**src/rtl/lcd_timing_gen.sv**
```systemverilog
// -----------------------------------------------------------------------------
// lcd_timing_gen
//   RGB-LCD / VGA timing generator. Produces hsync, vsync, data enable and
//   0-based active-area coordinates for any panel geometry and sync polarity.
//   Every output is a flop, one clock behind the internal position counters.
//   A run request (en) may be dropped at any time; the generator then finishes
//   the current frame before going idle, so the panel never sees a partial
//   frame.
//
//   Optional feature macro: LCD_TPG_EN
//     defined   -> rgb carries an 8-bar vertical colour test pattern
//     undefined -> rgb is tied to 16'h0000 and no pattern logic exists
//
// Ports
//   clk          in   pixel clock
//   rst          in   asynchronous, active-high reset
//   en           in   run request, sampled every clk
//   hsync        out  horizontal sync, active level HS_POL
//   vsync        out  vertical sync, active level VS_POL
//   de           out  data enable, high inside the active window
//   x, y         out  active column / row (0 when de=0), CW bits
//   line_start   out  1-clk pulse at h=0 of every line
//   frame_start  out  1-clk pulse at h=0, v=0
//   running      out  high while running or draining the last frame
//   rgb          out  RGB565 test pattern (see LCD_TPG_EN)
// -----------------------------------------------------------------------------
module lcd_timing_gen #(
    parameter int H_SYNC   = 77,
    parameter int H_BP     = 53,
    parameter int H_ACTIVE = 480,
    parameter int H_FP     = 24,
    parameter int V_SYNC   = 2,
    parameter int V_BP     = 33,
    parameter int V_ACTIVE = 272,
    parameter int V_FP     = 10,
    parameter int CW       = 11,
    parameter bit HS_POL   = 1'b1,
    parameter bit VS_POL   = 1'b1
) (
    input  logic          clk,
    input  logic          rst,
    input  logic          en,
    output logic          hsync,
    output logic          vsync,
    output logic          de,
    output logic [CW-1:0] x,
    output logic [CW-1:0] y,
    output logic          line_start,
    output logic          frame_start,
    output logic          running,
    output logic [15:0]   rgb
);

    localparam int H_TOTAL = H_SYNC + H_BP + H_ACTIVE + H_FP;
    localparam int V_TOTAL = V_SYNC + V_BP + V_ACTIVE + V_FP;

    localparam logic [CW-1:0] H_LAST      = CW'(H_TOTAL - 1);
    localparam logic [CW-1:0] V_LAST      = CW'(V_TOTAL - 1);
    localparam logic [CW-1:0] H_SYNC_END  = CW'(H_SYNC);
    localparam logic [CW-1:0] V_SYNC_END  = CW'(V_SYNC);
    localparam logic [CW-1:0] H_ACT_START = CW'(H_SYNC + H_BP);
    localparam logic [CW-1:0] V_ACT_START = CW'(V_SYNC + V_BP);
    localparam logic [CW-1:0] H_ACT_END   = CW'(H_SYNC + H_BP + H_ACTIVE);
    localparam logic [CW-1:0] V_ACT_END   = CW'(V_SYNC + V_BP + V_ACTIVE);

    typedef enum logic [1:0] {
        ST_IDLE,
        ST_RUN,
        ST_STOPPING
    } state_t;

    state_t        state_reg, state_next;
    logic [CW-1:0] h_pos_reg, h_pos_next;
    logic [CW-1:0] v_pos_reg, v_pos_next;

    logic          hsync_reg, hsync_next;
    logic          vsync_reg, vsync_next;
    logic          de_reg, de_next;
    logic [CW-1:0] x_reg, x_next;
    logic [CW-1:0] y_reg, y_next;
    logic          line_start_reg, line_start_next;
    logic          frame_start_reg, frame_start_next;
    logic          running_reg, running_next;

    logic h_last, v_last, frame_last, active;
    logic h_act, v_act;

    // Next state and counter update
    always_comb begin
        state_next = state_reg;
        h_pos_next = h_pos_reg;
        v_pos_next = v_pos_reg;
        h_last     = (h_pos_reg == H_LAST);
        v_last     = (v_pos_reg == V_LAST);
        frame_last = h_last & v_last;

        case (state_reg)
            ST_IDLE:     if (en) state_next = ST_RUN;
            ST_RUN:      if (!en) state_next = ST_STOPPING;
            ST_STOPPING: begin
                // A request on the final cycle keeps the frame stream seamless.
                if (en)
                    state_next = ST_RUN;
                else if (frame_last)
                    state_next = ST_IDLE;
            end
            default:     state_next = ST_IDLE;
        endcase

        // Counters hold at 0 when idle; the natural wrap on the last cycle of
        // a frame already leaves them at 0 when going idle.
        if (state_reg == ST_IDLE) begin
            h_pos_next = '0;
            v_pos_next = '0;
        end else if (h_last) begin
            h_pos_next = '0;
            v_pos_next = v_last ? '0 : v_pos_reg + 1'b1;
        end else begin
            h_pos_next = h_pos_reg + 1'b1;
        end
    end

    // Decode of the current position into the values the output flops take
    always_comb begin
        active = (state_reg != ST_IDLE);
        h_act  = (h_pos_reg >= H_ACT_START) && (h_pos_reg < H_ACT_END);
        v_act  = (v_pos_reg >= V_ACT_START) && (v_pos_reg < V_ACT_END);

        hsync_next       = (active && (h_pos_reg < H_SYNC_END)) ? HS_POL : ~HS_POL;
        vsync_next       = (active && (v_pos_reg < V_SYNC_END)) ? VS_POL : ~VS_POL;
        de_next          = active & h_act & v_act;
        x_next           = de_next ? h_pos_reg - H_ACT_START : '0;
        y_next           = de_next ? v_pos_reg - V_ACT_START : '0;
        line_start_next  = active && (h_pos_reg == '0);
        frame_start_next = line_start_next && (v_pos_reg == '0);
        running_next     = (state_next != ST_IDLE);
    end

    always_ff @(posedge clk or posedge rst) begin
        if (rst) begin
            state_reg       <= ST_IDLE;
            h_pos_reg       <= '0;
            v_pos_reg       <= '0;
            hsync_reg       <= ~HS_POL;
            vsync_reg       <= ~VS_POL;
            de_reg          <= 1'b0;
            x_reg           <= '0;
            y_reg           <= '0;
            line_start_reg  <= 1'b0;
            frame_start_reg <= 1'b0;
            running_reg     <= 1'b0;
        end else begin
            state_reg       <= state_next;
            h_pos_reg       <= h_pos_next;
            v_pos_reg       <= v_pos_next;
            hsync_reg       <= hsync_next;
            vsync_reg       <= vsync_next;
            de_reg          <= de_next;
            x_reg           <= x_next;
            y_reg           <= y_next;
            line_start_reg  <= line_start_next;
            frame_start_reg <= frame_start_next;
            running_reg     <= running_next;
        end
    end

    assign hsync       = hsync_reg;
    assign vsync       = vsync_reg;
    assign de          = de_reg;
    assign x           = x_reg;
    assign y           = y_reg;
    assign line_start  = line_start_reg;
    assign frame_start = frame_start_reg;
    assign running     = running_reg;

`ifdef LCD_TPG_EN
    // Bar index = x*8/H_ACTIVE, built as a thermometer of x*8 >= k*H_ACTIVE
    // for k = 1..7 so no divider is needed.
    logic [CW+3:0] x_scaled;
    logic [6:0]    bar_thr;
    logic [2:0]    bar_idx;
    logic [15:0]   bar_rgb;
    logic [15:0]   rgb_reg, rgb_next;

    assign x_scaled = {1'b0, x_next, 3'b000};

    generate
        for (genvar gi = 1; gi < 8; gi++) begin : g_bar_thr
            assign bar_thr[gi-1] = (x_scaled >= (CW+4)'(gi * H_ACTIVE));
        end
    endgenerate

    always_comb begin
        bar_idx = '0;
        for (int i = 0; i < 7; i++)
            bar_idx = bar_idx + {2'b00, bar_thr[i]};

        case (bar_idx)
            3'd0:    bar_rgb = 16'hFFFF;  // white
            3'd1:    bar_rgb = 16'hFFE0;  // yellow
            3'd2:    bar_rgb = 16'h07FF;  // cyan
            3'd3:    bar_rgb = 16'h07E0;  // green
            3'd4:    bar_rgb = 16'hF81F;  // magenta
            3'd5:    bar_rgb = 16'hF800;  // red
            3'd6:    bar_rgb = 16'h001F;  // blue
            default: bar_rgb = 16'h0000;  // black
        endcase

        rgb_next = de_next ? bar_rgb : 16'h0000;
    end

    always_ff @(posedge clk or posedge rst) begin
        if (rst)
            rgb_reg <= 16'h0000;
        else
            rgb_reg <= rgb_next;
    end

    assign rgb = rgb_reg;
`else
    assign rgb = 16'h0000;
`endif

endmodule

```
**config.mk**
```make
export PLATFORM = sky130hd
export DESIGN_NAME = lcd_timing_gen
export DESIGN_NICKNAME = d
export VERILOG_FILES = /design/src/rtl/lcd_timing_gen.sv
export SDC_FILE = /design/constraint.sdc
export NUM_CORES = 1
export LEC_CHECK = 0
export CAP_MARGIN = 20
export CORE_ASPECT_RATIO = 1.75
export CORE_MARGIN = 2
export CORE_UTILIZATION = 59
export CTS_BUF_LIST = sky130_fd_sc_hd__clkbuf_8
export CTS_CLUSTER_DIAMETER = 200
export CTS_CLUSTER_SIZE = 10
export DETAILED_ROUTE_END_ITERATION = 10
export HOLD_SLACK_MARGIN = 0.06
export PLACE_DENSITY = 0.93
export SLEW_MARGIN = 20
export SYNTH_ARGS = -nofsm -noshare
export SYNTH_HDL_FRONTEND = slang
export SYNTH_SLANG_ARGS = --single-unit
```
**constraint.sdc**
```tcl
create_clock -name clk -period 4.5 [get_ports clk]
set_input_delay 0.675 -clock clk [delete_from_list [all_inputs] [get_ports clk]]
set_output_delay 0.675 -clock clk [all_outputs]
set_load 0.1 [all_outputs]
```
==> summary.txt, run 1 <==
Global route
  • Largest net degree at the start of global routing: 53
  • Vias in the first global route: 2,112
  • M1 GR Usage: 26.2%
  • First-pass GRT wire length: 10.1 mm
  • Met3 usage: 2.65%
  • Initial antenna violation count: 0
  • GRT met2 Usage: 40.1%
  • GRT overflow: 0
  • Gr busiest metal: met2
  • Total Routing Usage GR: 22.9%

Cells and area
  • Final core occ: 66.4%
  • Ant diodes: 0
  • Share of cells above drive strength 1: 13.1%
  • Syn-to-layout area delta: 9.13%
  • Fillers: 372
  • Nets@finish: 316
  • Post-Layout Inst Area: 3270 um^2
  • Post-route insts no fill: 359

Power and ir drop
  • Final Total Pwr: 1.03 mW
  • Cell Int Power: 0.649 mW
  • Combinational Power Share: 25.3%
  • Cell Pwr Density: 313 nW/um^2
  • Net Switching: 0.376 mW
  • Flop pwr share: 48.9%
  • Switch share: 36.7%
  • Clock power share: 25.9%
  • VDD IR max: 260 uV
  • Lkg Pwr: 1.44 nW

CTS
  • Worst-Skew Late Latency: 0.31 ns
  • CTS H-tree lvls: 2
  • Clk slew on worst S/H paths: 0.10 ns
  • Clk buf depth: 2
  • # hold bufs at CTS: 0
  • CTS tree: done
  • CTS sink cnt: 52
  • CTS Buf Count: 5
  • Postcts setup bufs: 0
  • CTS Root Cell: clkbuf_8
  • Post_cts resized: 0

Place
  • GPL Wtd Cong: 0.942
  • DP Worst Slack: 1.95 ns
  • Cell Count Post-Placement: 350
  • Post-detail-place hpwl: 4.48 mm
  • Placed cell areas: 3170 um^2
  • I/O Buffers: 30

Critical path
  • Crit Path Max Fanout: 1
  • Worst setup SP type: flop
  • Required @ worst endpoint: 3.83 ns
  • WS Path Type: reg2out
  • CP arrival: 1.81 ns
  • Slowest Stage Delay on Critical Path: 1.13 ns
  • Crit. End Element: output pin
  • Delay-heaviest family, CP: buffers and inverters
  • Crit-path slowest cell: clkdlybuf4s50_1
  • Critical path buffer and inverter count: 1
  • CP cell instances: clkdlybuf4s50_1

Yosys
  • Synth area leader: dfrtp_1
  • Synth area leaders: dfrtp_1, nor3_2, buf_4
  • Cells after synthesis: 288
  • EDFF count, synth: 0
  • Synth Cell Area: 3000 um^2
  • Yosys reg bits: 52
  • Post-synth ARST share: 100%
  • Ys flop type: dfrtp_1
  • Share of Yosys cell area claimed by the top area cell type: 43.4%
  • Synthesized area per cell: 10.4 um^2
  • Yosys warns: 0
  • Synth cell types: 55
  • Sequential share of the synthesized area: 43.4%

Drt
  • First-pass iteration count of the detailed router: 4
  • Residual DRC: 0
  • Avg WL per Cell: 17.5 um
  • ANT nets after route: 0
  • Routed vias: 2,200
  • Final WL: 6.28 mm
  • Drt initial violations: 87
  • Vias per cell: 6.13

Floorplan
  • Row Count: 34
  • Die X: 57.9 um
  • Initial core utilization: 60.8%
  • I/O pin count: 47
  • Die area: 5690 um^2
  • Die Span Y: 98.3 um
  • Core Area: 4930 um^2

STA
  • Tcrit/Tclk final: 55.2%
  • RSZ-0062 raised after global routing: no
  • FMAX: 402 MHz
  • Clk_skew: 0.0146 ns
  • Final setup viols: 0
  • Setup TNS: 0 ns
  • Setup WS post-layout: 2.01 ns
  • Worst Tran Pin Value: 0.976 ns
  • Max Slew Vio Count: 0
  • Clock period minus worst slack: 2.49 ns
  • Hold WS: 0.560 ns
  • Fin. Hold Viols: 0
  • Relative slew slack: 34.7%

Run
  • MaxCap Viol Count: 0

Worst hold path
  • Min-Delay Path Class: reg2reg

Run status
  • Outcome: complete, no violations
## synth_stat cells, types with 7 or more instances
library cell	number
nand3_1	9
nand2_1	10
a31oi_1	10
ha_1	9
nor3_2	19
xnor2_1	16
nor2_1	21
inv_1	13
buf_4	19
o21ai_0	8
nor4_1	7
dfrtp_1	52
clkbuf_1	7
## logic make-up (layout without fill, tap and decap cells)
| group | Yosys count | in the layout | share of synthesized area, % |
|---|---|---|---|
| compound gates | 48 | 48 | 13.0 |
| fa+ha+maj | 9 | 9 | 3.75 |
| simple gates | 104 | 104 | 22.7 |
| flops | 52 | 52 | 43.4 |
| buf+inv | 52 | 54 | 10.6 |
| other cells | 1 | 16 | 0.125 |
| xor+xnor | 22 | 22 | 6.42 |
## worst register-to-register path, stage by stage, from the launching register on
cell and delay [ns]:
dfrtp_1 0.47, ha_1 0.36, o41ai_4 0.33, nand3_2 0.17, o32ai_4 0.52, buf_8 0.25
a211oi_1 0.07
## final timing paths
| kind | startpoint | endpoint | slack [ns] | cells past startpoint |
|---|---|---|---|---|
| min | state_reg[1]$_DFF_PP0_ | state_reg[0]$_DFF_PP0_ | 0.56 | 1 |
| max in group asynchronous | rst | v_pos_reg[9]$_DFFE_PP0P_ | 3.14 | 2 |
| min reg2reg | state_reg[1]$_DFF_PP0_ | state_reg[0]$_DFF_PP0_ | 0.56 | 1 |
| max reg2reg | v_pos_reg[0]$_DFFE_PP0P_ | x[10]$_DFF_PP0_ | 2.21 | 6 |
| min in group asynchronous | rst | y[2]$_DFF_PP0_ | 0.83 | 2 |
| max | x[8]$_DFF_PP0_ | x[8] | 2.01 | 1 |
## power groups by stage
stage | Combinational [mW] | Sequential (mW) | Clock [mW]
after detailed placement | 0.258 | 0.510 | 0
after CTS | 0.259 | 0.501 | 0.265
after global placement | 0.252 | 0.509 | 0
final | 0.259 | 0.501 | 0.265
after floorplan | 0.175 | 0.560 | 0
after global routing | 0.278 | 0.504 | 0.285
## layer usage
metal  wire length (um)  up-vias
li1                   -     1026
met1               2380     1063
met2               3410       93
met3                287       18
met4                204        0
met5                  0        -
## layout make-up
type                       count  area, um^2  share of cell area (%)
clock inverter                 3        20.0                   0.611
tap                           54        67.6                    2.06
multi-input combinational    199        1440                    43.9
sequential                    52        1300                    39.7
inverter                      13        50.0                    1.53
timing repair buffer          33         330                    10.1
clock buffer                   5        68.8                    2.10
## layout by cell type, fill, tap and decap left out, drive strengths merged, types with 2 or more instances in the layout
master         count
nor2b              2
ha                 9
nand3             10
buf                3
clkdlybuf4s50     30
nor3              24
nand2b             4
clkbuf             5
o21ai              8
nor4               8
conb              16
inv               13
a31oi             10
or4                3
and4               3
xnor2             16
clkinv             2
a21boi             4
o31ai              3
dfrtp             52
o211ai             2
a21oi              3
xor2               6
nand2             11
a211oi             4
o2111ai            2
nor2              21
o22ai              2
and3               4
or3                2
nand4              7
No activity file was read; power rests on OpenSTA's default activity.
==> inputs of run 2 (changes only) <==
Settings changed: CORE_UTILIZATION 59 to 56, PLACE_DENSITY 0.93 to 0.9.
Clock period 4.5 ns to 2.5 ns, I/O delays scaled along.
==> summary.txt, run 2 (synthesis gave the netlist of run 1 again) <==
Critical path
  • Worst setup SP type: flop
  • CP arrival: 2.50 ns (+0.69 ns)
  • Reg-to-reg startpoint: h_pos_reg[2]$_DFF_PP0_
  • Worst R2R Setup Slack: 0.18 ns (-2.03 ns)
  • R2R depth: 7 (+1)
  • WS Path Type: reg2reg
  • R2r endpoint: x[7]$_DFF_PP0_
  • Crit. End Element: flop
  • Required @ worst endpoint: 2.68 ns (-1.15 ns)
  • Crit Path Max Fanout: 9 (+8)

CTS
  • CTS sink cnt: 52 (unchanged)
  • Clk buf depth: 2 (unchanged)
  • Worst-Skew Late Latency: 0.31 ns (about the same)
  • Postcts setup bufs: 0 (unchanged)
  • # hold bufs at CTS: 0 (unchanged)
  • CTS Buf Count: 5 (unchanged)
  • CTS tree: done
  • CTS H-tree lvls: 2 (unchanged)
  • Post_cts resized: 0 (unchanged)
  • CTS Root Cell: clkbuf_8
  • Clk slew on worst S/H paths: 0.09 ns (about the same)

Power and ir drop
  • Lkg Pwr: 1.55 nW (+7.6%)
  • Cell Pwr Density: 612 nW/um^2 (+96%)
  • VDD IR max: 239 uV (-8.2%)

STA
  • Worst Tran Pin Value: 0.682 ns (-0.294 ns)
  • Relative slew slack: 54.1% (+19 points)
  • Max Slew Vio Count: 0 (unchanged)
  • Fin. Hold Viols: 0 (unchanged)
  • RSZ-0062 raised after global routing: no
  • Setup TNS: 0 ns (unchanged)
  • Final setup viols: 0 (unchanged)
  • Clock period minus worst slack: 2.32 ns
  • Tcrit/Tclk final: 93.0%
  • FMAX: 430 MHz
  • Clk_skew: 0.0126 ns (-0.00204 ns)

Global route
  • First-pass GRT wire length: 10.6 mm (+4.7%)
  • Initial antenna violation count: 0 (unchanged)
  • Total Routing Usage GR: 22.8% (-0.088 points)
  • Vias in the first global route: 2,242 (+6.2%)
  • Largest net degree at the start of global routing: 30 (-43%)
  • GRT overflow: 0 (unchanged)

Drt
  • Routed vias: 2,254 (+2.5%)
  • Avg WL per Cell: 17.1 um (-2.6%)
  • Vias per cell: 6.14 (+0.22%)
  • ANT nets after route: 0 (unchanged)
  • Residual DRC: 0 (unchanged)
  • First-pass iteration count of the detailed router: 4 (unchanged)
  • Final WL: 6.26 mm (-0.38%)
  • Drt initial violations: 58 (-33%)

Place
  • Post-detail-place hpwl: 4.58 mm (+2.3%)
  • I/O Buffers: 30 (unchanged)
  • GPL Wtd Cong: 0.947 (+0.57%)
  • Cell Count Post-Placement: 360 (+2.9%)

Cells and area
  • Nets@finish: 324 (+2.5%)
  • Fillers: 412 (+11%)
  • Syn-to-layout area delta: 9.88%
  • Share of cells above drive strength 1: 24.4% (+11 points)
  • Post-route insts no fill: 367 (+2.2%)
  • Commonest non-fill, non-tap cell in the layout: dfrtp_1
  • Most frequent cells in the layout: dfrtp_1, buf_4, nor2_1
  • Ant diodes: 0 (unchanged)

Run status
  • Outcome: complete, no violations

Run
  • MaxCap Viol Count: 0 (unchanged)

Floorplan
  • Die area: 5980 um^2 (+5.1%)
  • Core Area: 5210 um^2 (+5.6%)
  • I/O pin count: 47 (unchanged)
  • Initial core utilization: 57.6% (-3.2 points)
  • Row Count: 35 (+2.9%)
  • Die Span Y: 101 um (+2.5%)
  • Die X: 59.3 um (+2.5%)

Worst hold path
  • Min-Delay Path Class: in2async
## run 2: cell type report
type	count	area [um^2]	area share, %
Clock buffer	5	68.8	2.09
Clock inverter	2	60.1	1.82
Inverter	13	48.8	1.48
Multi-Input combinational cell	199	1440	43.6
Sequential cell	52	1300	39.5
Tap cell	55	68.8	2.09
Timing Repair Buffer	41	313	9.49
## run 2: per-layer routing
layer / global-route usage [%] / vias up / part of all wire (%)
met5: 0 / - / 0
met4: 10.8 / 0 / 3.5
met3: 3.08 / 16 / 6.1
met2: 40.8 / 106 / 53
met1: 25.5 / 1098 / 37
li1: - / 1034 / -
## run 2: critical path: stages, from the launching register on
cell and delay, ns:
dfrtp_1 0.51, inv_1 0.14, ha_1 0.25, nor2b_1 0.17, a21boi_1 0.38, o32ai_4 0.22
buf_4 0.23, nor4_1 0.30
## run 2: power breakdown
group          switching [mW]  total [mW]  leakage [nW]  internal, mW
Clock                   0.257       0.650        0.0642         0.393
Sequential             0.0335       0.901         0.710         0.867
Combinational           0.365       0.468         0.779         0.103
Total                   0.655        2.02          1.55          1.36
## run 2: how the worst max path moves through the flow
stage,start,end,slack [ns]
finish,h_pos_reg[2]$_DFF_PP0_,x[7]$_DFF_PP0_,0.18
global route,h_pos_reg[2]$_DFF_PP0_,x[7]$_DFF_PP0_,0.08
CTS,h_pos_reg[2]$_DFF_PP0_,x[7]$_DFF_PP0_,0.21
detailed placement,h_pos_reg[2]$_DFF_PP0_,x[7]$_DFF_PP0_,0.25
global placement,h_pos_reg[2]$_DFF_PP0_,x[7]$_DFF_PP0_,0.36
floorplan,v_pos_reg[0]$_DFFE_PP0P_,x[9]$_DFF_PP0_,0.60
## run 2: through the flow
stage               total power [mW]  utilization (%)  hold WS (ns)  cell area [um^2]  setup WS [ns]
global placement                1.37             60.8         0.522              3170          0.364
CTS                             2.02             63.3         0.469              3300          0.206
finish                          2.02             63.3         0.449              3300          0.176
detailed placement              1.38             60.8         0.554              3170          0.245
floorplan                       1.32                -         0.438              3060          0.605
global route                    2.09             63.3         0.525              3300         0.0820
==> inputs of run 3 (changes only) <==
Settings changed: CORE_UTILIZATION 56 to 59, PLACE_DENSITY 0.9 to 0.93.
Clock period 2.5 ns to 2.8 ns, I/O delays scaled along.
==> summary.txt, run 3 (synthesis gave the netlist of run 1 again) <==
Run status
  • Outcome: complete, no violations

STA
  • FMAX: 438 MHz (+1.7%)
  • Tcrit/Tclk final: 81.6% (-11 points)
  • Setup WS post-layout: 0.515 ns (+0.339 ns)
  • Fin. Hold Viols: 0 (unchanged)
  • RSZ-0062 raised after global routing: no
  • Max Slew Vio Count: 0 (unchanged)
  • Relative slew slack: 44.7% (-9.4 points)
  • Clock period minus worst slack: 2.29 ns (-0.0392 ns)
  • Clk_skew: 0.00748 ns (-0.00513 ns)
  • Final setup viols: 0 (unchanged)
  • Worst Tran Pin Value: 0.829 ns (+0.146 ns)
  • Setup TNS: 0 ns (unchanged)

Critical path
  • Crit. End Element: flop
  • Worst setup SP type: flop
  • CP arrival: 2.44 ns (-0.06 ns)
  • Slowest Stage Delay on Critical Path: 0.50 ns (about the same)
  • Crit-path slowest cell: dfrtp_1
  • Crit Path Max Fanout: 23 (+14)
  • WS Path Type: reg2reg
  • Delay-heaviest family, CP: compound AO/OA/AOI/OAI gates
  • Critical path buffer and inverter count: 1 (-1)
  • CP cell instances: ha_1, o41ai_4, nand3_2, o32ai_4, buf_4, a211oi_1
  • Required @ worst endpoint: 2.96 ns (+0.28 ns)

Drt
  • Avg WL per Cell: 18.1 um (+6.4%)
  • Vias per cell: 6.25 (+1.7%)
  • Routed vias: 2,274 (+0.89%)
  • Final WL: 6.60 mm (+5.5%)
  • First-pass iteration count of the detailed router: 4 (unchanged)
  • ANT nets after route: 0 (unchanged)
  • Drt initial violations: 140 (+140%)
  • Residual DRC: 0 (unchanged)

Floorplan
  • I/O pin count: 47 (unchanged)
  • Core Area: 4930 um^2 (-5.3%)
  • Die area: 5690 um^2 (-4.8%)
  • Die X: 57.9 um (-2.4%)
  • Row Count: 34 (-2.9%)
  • Die Span Y: 98.3 um (-2.5%)
  • Initial core utilization: 60.8% (+3.2 points)

Global route
  • Largest net degree at the start of global routing: 43 (+43%)
  • GRT overflow: 0 (unchanged)
  • First-pass GRT wire length: 11.0 mm (+3.9%)
  • Initial antenna violation count: 0 (unchanged)
  • Vias in the first global route: 2,291 (+2.2%)
  • Total Routing Usage GR: 24.8% (+2.0 points)

Place
  • I/O Buffers: 30 (unchanged)
  • DP Worst Slack: 0.568 ns (+0.323 ns)
  • Post-detail-place hpwl: 4.62 mm (+0.89%)
  • GPL Wtd Cong: 0.943 (-0.41%)

Cells and area
  • Sequential Area: 1300 um^2 (unchanged)
  • Most frequent cells in the layout: dfrtp_1, buf_4, nor2_1
  • Ant diodes: 0 (unchanged)
  • Fillers: 355 (-14%)
  • Syn-to-layout area delta: 8.63%
  • Share of cells above drive strength 1: 23.9% (-0.49 points)
  • Footprint of the multi-input gates: 1440 um^2 (unchanged)
  • Commonest non-fill, non-tap cell in the layout: dfrtp_1
  • Nets@finish: 321 (-0.93%)

CTS
  • Postcts setup bufs: 0 (unchanged)
  • CTS tree: done
  • CTS sink cnt: 52 (unchanged)
  • Clk buf depth: 2 (unchanged)
  • # hold bufs at CTS: 0 (unchanged)
  • Clk slew on worst S/H paths: 0.09 ns (about the same)
  • Worst-Skew Late Latency: 0.31 ns (about the same)
  • CTS H-tree lvls: 2 (unchanged)
  • Post_cts resized: 0 (unchanged)
  • CTS Root Cell: clkbuf_8
  • CTS Buf Count: 5 (unchanged)

Run
  • MaxCap Viol Count: 0 (unchanged)

Worst hold path
  • Min-Delay Path Class: reg2reg

Power and ir drop
  • VDD IR max: 680 uV (+180%)
  • Cell Pwr Density: 538 nW/um^2 (-12%)
  • Lkg Pwr: 1.53 nW (-1.6%)
  • Final Total Pwr: 1.75 mW (-13%)
[run 3: changes by cell type in the layout (fill, tap and decap cells not counted)]
cell / previous run / this run
buf_4: 39 / 36
bufinv_16: 2 / 1
inv_6: 0 / 1
clkinvlp_4: 0 / 1
[run 3: area by class of cell]
type	instances	area share (%)
Clock buffer	5	2.11
Clock inverter	3	1.42
Inverter	13	1.50
Multi-Input combinational cell	199	44.1
Sequential cell	52	39.9
Tap cell	54	2.07
Timing Repair Buffer	38	8.91
[run 3: worst reg2reg max path, stage by stage, from the launching register on]
cell and delay, ns:
dfrtp_1 0.50, ha_1 0.38, o41ai_4 0.35, nand3_2 0.19, o32ai_4 0.23, buf_4 0.36, a211oi_1 0.12
[run 3: metrics by stage]
step / hold WS, ns / cells / util (%) / area (um^2)
global route: 0.603 / 364 / 66.0 / 3260
global placement: 0.520 / 356 / 63.7 / 3140
detailed placement: 0.534 / 356 / 63.7 / 3140
floorplan: 0.483 / 303 / - / 3060
finish: 0.568 / 364 / 66.0 / 3260
CTS: 0.565 / 364 / 66.0 / 3260
[run 3: final timing paths]
check	from	endpoint	slack, ns	depth (start not counted)
worst min-delay path	state_reg[1]$_DFF_PP0_	state_reg[0]$_DFF_PP0_	0.57	1
max in group asynchronous	rst	hsync$_DFF_PP0_	1.55	3
worst min register to register	state_reg[1]$_DFF_PP0_	state_reg[0]$_DFF_PP0_	0.57	1
min in group asynchronous	rst	x[6]$_DFF_PP0_	0.59	2
worst max-delay path	v_pos_reg[0]$_DFFE_PP0P_	x[9]$_DFF_PP0_	0.51	6
worst max register to register	v_pos_reg[0]$_DFFE_PP0P_	x[9]$_DFF_PP0_	0.51	6
[run 3: per-layer routing]
layer | up-vias | routed length (um) | global-route usage (%) | share of wire, %
li1 | 1026 | - | - | -
met1 | 1111 | 2430 | 27.8 | 37
met2 | 111 | 3530 | 42.9 | 54
met3 | 26 | 348 | 3.97 | 5.3
met4 | 0 | 294 | 14.1 | 4.5
met5 | - | 0 | 0 | 0
[run 3: where the power goes]
part	internal [mW]	switching (mW)	leakage [nW]	total (mW)
clock network	0.269	0.261	0.0548	0.530
logic	0.0926	0.328	0.764	0.421
registers	0.774	0.0294	0.710	0.804
